$ cat config.mk
export PLATFORM = sky130hd
export DESIGN_NAME = mem_io_bridge
export DESIGN_NICKNAME = d
export VERILOG_FILES = /design/src/rtl/mem_io_bridge.sv
export SDC_FILE = /design/constraint.sdc
export NUM_CORES = 1
export LEC_CHECK = 0
export CAP_MARGIN = 20
export CORE_UTILIZATION = 44
export CTS_BUF_LIST = sky130_fd_sc_hd__clkbuf_8
export CTS_CLUSTER_DIAMETER = 80
export DETAILED_ROUTE_END_ITERATION = 10
export PLACE_DENSITY = 0.82
export SETUP_SLACK_MARGIN = 0.15
export SYNTH_ARGS = -nofsm -noshare
export SYNTH_HDL_FRONTEND = slang
export SYNTH_SLANG_ARGS = --single-unit
$ cat constraint.sdc
create_clock -name Clk -period 2.6 [get_ports Clk]
set_clock_uncertainty 0.15 [all_clocks]
set_input_delay 0.39 -clock Clk [delete_from_list [all_inputs] [get_ports Clk]]
set_output_delay 0.39 -clock Clk [all_outputs]
set_load 0.02 [all_outputs]
$ cat src/rtl/mem_io_bridge.sv
// Multi-cycle CPU memory port bridge to async SRAM and memory-mapped switches/hex I/O.
// Optional MEM_IO_SWSYNC_EN: route Switches through a 2-flop synchroniser before IO reads.
module mem_io_bridge #(
    parameter int unsigned       DATA_W      = 16,
    parameter int unsigned       ADDR_W      = 16,
    parameter int unsigned       SRAM_ADDR_W = 20,
    parameter int unsigned       WAIT_STATES = 2,
    parameter int unsigned       NUM_HEX     = 4,
    parameter logic [ADDR_W-1:0] IO_ADDR     = 16'hFFFF
) (
    input  logic                     Clk,
    input  logic                     Reset,
    input  logic                     req,
    input  logic                     rw_we,
    input  logic [ADDR_W-1:0]        addr,
    input  logic [DATA_W-1:0]        wdata,
    output logic [DATA_W-1:0]        rdata,
    output logic                     ack,
    output logic                     busy,
    input  logic [DATA_W-1:0]        Switches,
    output logic [4*NUM_HEX-1:0]     hex_out,
    output logic                     CE,
    output logic                     UB,
    output logic                     LB,
    output logic                     OE,
    output logic                     WE,
    output logic [SRAM_ADDR_W-1:0]   sram_addr,
    output logic [DATA_W-1:0]        sram_wdata,
    input  logic [DATA_W-1:0]        sram_rdata,
    output logic                     sram_drive
);

    localparam int unsigned HEX_W   = 4 * NUM_HEX;
    localparam logic [3:0]  WS_LAST = 4'(WAIT_STATES);

    typedef enum logic [1:0] {StIdle, StAccess, StDone} state_e;

    state_e            state_q;
    logic [3:0]        wait_cnt_q;
    logic              rw_q;
    logic [DATA_W-1:0] sw_val;

`ifdef MEM_IO_SWSYNC_EN
    logic [DATA_W-1:0] sw_meta_q;
    logic [DATA_W-1:0] sw_sync_q;

    always_ff @(posedge Clk or negedge Reset) begin
        if (!Reset) begin
            sw_meta_q <= '0;
            sw_sync_q <= '0;
        end else begin
            sw_meta_q <= Switches;
            sw_sync_q <= sw_meta_q;
        end
    end

    assign sw_val = sw_sync_q;
`else
    assign sw_val = Switches;
`endif

    // All outputs are registered so strobes change only on clock edges (or async reset).
    always_ff @(posedge Clk or negedge Reset) begin
        if (!Reset) begin
            state_q    <= StIdle;
            wait_cnt_q <= '0;
            rw_q       <= 1'b0;
            rdata      <= '0;
            hex_out    <= '0;
            ack        <= 1'b0;
            busy       <= 1'b0;
            CE         <= 1'b1;
            UB         <= 1'b1;
            LB         <= 1'b1;
            OE         <= 1'b1;
            WE         <= 1'b1;
            sram_drive <= 1'b0;
            sram_addr  <= '0;
            sram_wdata <= '0;
        end else begin
            ack <= 1'b0;
            case (state_q)
                StIdle: begin
                    if (req) begin
                        rw_q <= rw_we;
                        busy <= 1'b1;
                        if (addr == IO_ADDR) begin
                            state_q <= StDone;
                            ack     <= 1'b1;
                            if (rw_we) hex_out <= wdata[HEX_W-1:0];
                            else       rdata   <= sw_val;
                        end else begin
                            state_q    <= StAccess;
                            wait_cnt_q <= '0;
                            CE         <= 1'b0;
                            UB         <= 1'b0;
                            LB         <= 1'b0;
                            OE         <= rw_we;
                            WE         <= !rw_we;
                            sram_drive <= rw_we;
                            sram_addr  <= SRAM_ADDR_W'(addr);
                            sram_wdata <= wdata;
                        end
                    end
                end
                StAccess: begin
                    if (wait_cnt_q == WS_LAST) begin
                        state_q    <= StDone;
                        ack        <= 1'b1;
                        wait_cnt_q <= '0;
                        CE         <= 1'b1;
                        UB         <= 1'b1;
                        LB         <= 1'b1;
                        OE         <= 1'b1;
                        WE         <= 1'b1;
                        sram_drive <= 1'b0;
                        if (!rw_q) rdata <= sram_rdata;
                    end else begin
                        wait_cnt_q <= wait_cnt_q + 4'd1;
                    end
                end
                StDone: begin
                    state_q <= StIdle;
                    busy    <= 1'b0;
                end
                default: state_q <= StIdle;
            endcase
        end
    end

endmodule

==> impl_metrics.json <==
{
  "yosys.area_share.simple_pct": 13.62,
  "grt_pass1_vias": 2719,
  "crit_required_ps": 2670,
  "postRouteAntennaNets": 0,
  "ys_ff_latch": 77,
  "rows": 31,
  "clkTransAtPathRegs_ps": 80,
  "synthAdderAreaFrac_pct": 0,
  "synthCells": 264,
  "synth.largest_area_cell": "dfrtp_1",
  "wire_per_inst_um": 15.37,
  "synth.top_cells.by_area": "dfrtp_1, mux2_2, nand2_1",
  "p_per_area_mw_per_mm2": 1122,
  "ctsHoldBuffers": 0,
  "antenna_found_initial": 0,
  "endpoint_kind": "flop",
  "layout_min_cycle_time_ps": 2268,
  "synth_top_family_by_area": "multiplexers",
  "status": "complete, no violations",
  "worst-path-buf-inv": 2,
  "ff2ff_path_depth": 5,
  "design.core.area_mm2": 0.007370,
  "final_area_mm2": 0.005225,
  "p_leak_nw": 2.329,
  "pin_count": 144,
  "drtIter0Drc": 81,
  "period_share_pct": 87.22,
  "cts_max_level": 3,
  "n_antenna_cell": 0,
  "fp.dieW_um": 90.24,
  "synthMuxAreaShare_pct": 22.75,
  "max_freq_ghz": 0.4410,
  "multi_input_area_mm2": 0.001390,
  "die_h_um": 90.24,
  "finalSetupViolations": 0,
  "clk_latency_ps": 330,
  "path_delay_family": "buffers and inverters",
  "power.total_w": 0.005861,
  "max_stage_delay_ps": 570,
  "cts_root_buffer": "clkbuf_8",
  "cts.sinks": 77,
  "critPathArrivalTime_ps": 2340,
  "ys_seq_area_share_pct": 56.36,
  "num-fill-cells": 532,
  "worstPathMaxFanout": 16,
  "io_buffers": 139,
  "post_cts_buffers": 0,
  "synth_top_area_share_pct": 54.05,
  "synth_edf_count": 0,
  "cts_buffer_depth": 2,
  "max_slew_margin_pct": 37.36,
  "path_class": "primary input to flop",
  "grt_overflow_total": 0,
  "ir_drop_v": 0.0005960,
  "cts_tree": "yes",
  "yosysMostFrequentCell": "dfrtp_1",
  "yosysUniqueCellTypes": 41,
  "grt_max_degree": 78,
  "grt_first_pass_wirelength_um": 13190,
  "synth_top_cells_by_count": "dfrtp_1, nand2_1, mux2_2, mux2_4, buf_4",
  "start_util_pct": 46.49,
  "syn2layout_area_growth_pct": 52.52,
  "synth-compound-area-share_pct": 3.506,
  "grt_usage_pct": 20.68,
  "dr.pass1.iters": 4,
  "yosys_most_used_dff": "dfrtp_1",
  "drc": 0,
  "fin_nets": 484,
  "placed_area_mm2": 0.004999,
  "dpl.hpwl_um": 5892,
  "min_path_type": "primary input to async pin",
  "wirelength_um": 7992,
  "finalHoldViolations": 0,
  "numCtsBuffers": 9,
  "whs_ps": 38.77,
  "path_depth": 6,
  "cp_slowest_cell": "or4_4",
  "cp-start-kind": "primary input",
  "dp_slack_ps": -34.86,
  "synth_xor_area_share_pct": 0.2557,
  "drv_slew": 0,
  "worst_slack_ps": 332.3,
  "syn_area_per_cell_um2": 12.98,
  "max_cap_violations": 0,
  "yosys_warnings": 0,
  "ctsResizeCount": 0,
  "drive_gt1_share_pct": 25.89,
  "netlist_area_mm2": 0.003426,
  "rsz0062_at_grt": "no",
  "place.gp.congestion": 0.7447,
  "synthArstFlopShare_pct": 100.0,
  "vias": 2554,
  "die_area_mm2": 0.008142,
  "vias_per_cell": 4.912,
  "tightestPinTransition_ps": 939.7,
  "worstPathCellList": "clkdlybuf4s50_1, nand4_4, or4_4, a21oi_4, buf_12, mux2_2",
  "seq_area_mm2": 0.001931
}
==> cell usage in the layout, fill, tap and decap left out, drive strengths merged, types with 4 or more instances in the layout <==
cell type      synthesis  routed
buf                   12      17
a21oi                  6       6
clkbuf                 5      11
clkdlybuf4s50          0     138
mux2                  65      65
nand2                 57      57
inv                    2       4
nand4                  4       4
nand3                  4       4
dfrtp                 74      74
conb                   1       4
==> cell type report <==
cell class / count / area share [%]
Tap cell: 99 / 2.371
Sequential cell: 77 / 36.95
Clock inverter: 5 / 1.437
Multi-Input combinational cell: 171 / 26.60
Timing Repair Buffer: 155 / 29.60
Clock buffer: 11 / 2.898
Inverter: 2 / 0.1437
==> metal layers <==
layer / up-vias / GRT usage, % / share of wire [%]
li1: 1202 / - / -
met1: 1233 / 23.30 / 39
met2: 109 / 34.67 / 50
met3: 10 / 9.391 / 9.2
met4: 0 / 7.124 / 1.5
met5: - / 0 / 0
==> flip-flops by register name, indices dropped and copies added (netlist names), 2 cells and up <==
signal      flops
hex_out        16
state_q         2
rdata          16
wait_cnt_q      4
sram_wdata     16
sram_addr      16
==> logic make-up after synthesis <==
family | Yosys count
AND/OR/NAND/NOR | 85
buffers and inverters | 19
AO/OA/AOI/OAI | 15
XOR/XNOR | 1
other | 1
flip-flops | 77
multiplexers | 66
==> path summary, 6_finish.rpt <==
path | slack (ps) | endpoint | startpoint
max in group asynchronous | 1650 | sram_wdata[11] | Reset
worst min-delay path | 40 | hex_out[4] | Reset
worst max register to register | 650 | rdata[15] | state_q[0]
worst max-delay path | 330 | rdata[15] | addr[6]
min in group Clk | 340 | LB | LB
worst min register to register | 340 | LB | LB
==> power by group <==
part           internal (W)  leakage, nW  switching (W)
Combinational       0.00154         1.26        0.00134
Sequential          0.00168        0.949       0.000304
Clock              0.000587        0.118       0.000412
==> per-stage QoR <==
stage	util [%]	cells	TNS, ps
3_3_place_gp	67.83	504	0
3_5_place_dp	67.83	504	-155.1
4_1_cts	70.90	520	0
6_report	70.90	520	0
5_1_grt	70.90	520	0
2_1_floorplan	-	267	0
==> worst register-to-register path, cell delays in order, from the launching register on <==
cell and delay (ps):
dfrtp_1 490, nor4b_1 340, o22ai_1 170, a21oi_4 150
buf_12 180, mux2_2 350
(Power assumes the default switching activity.)
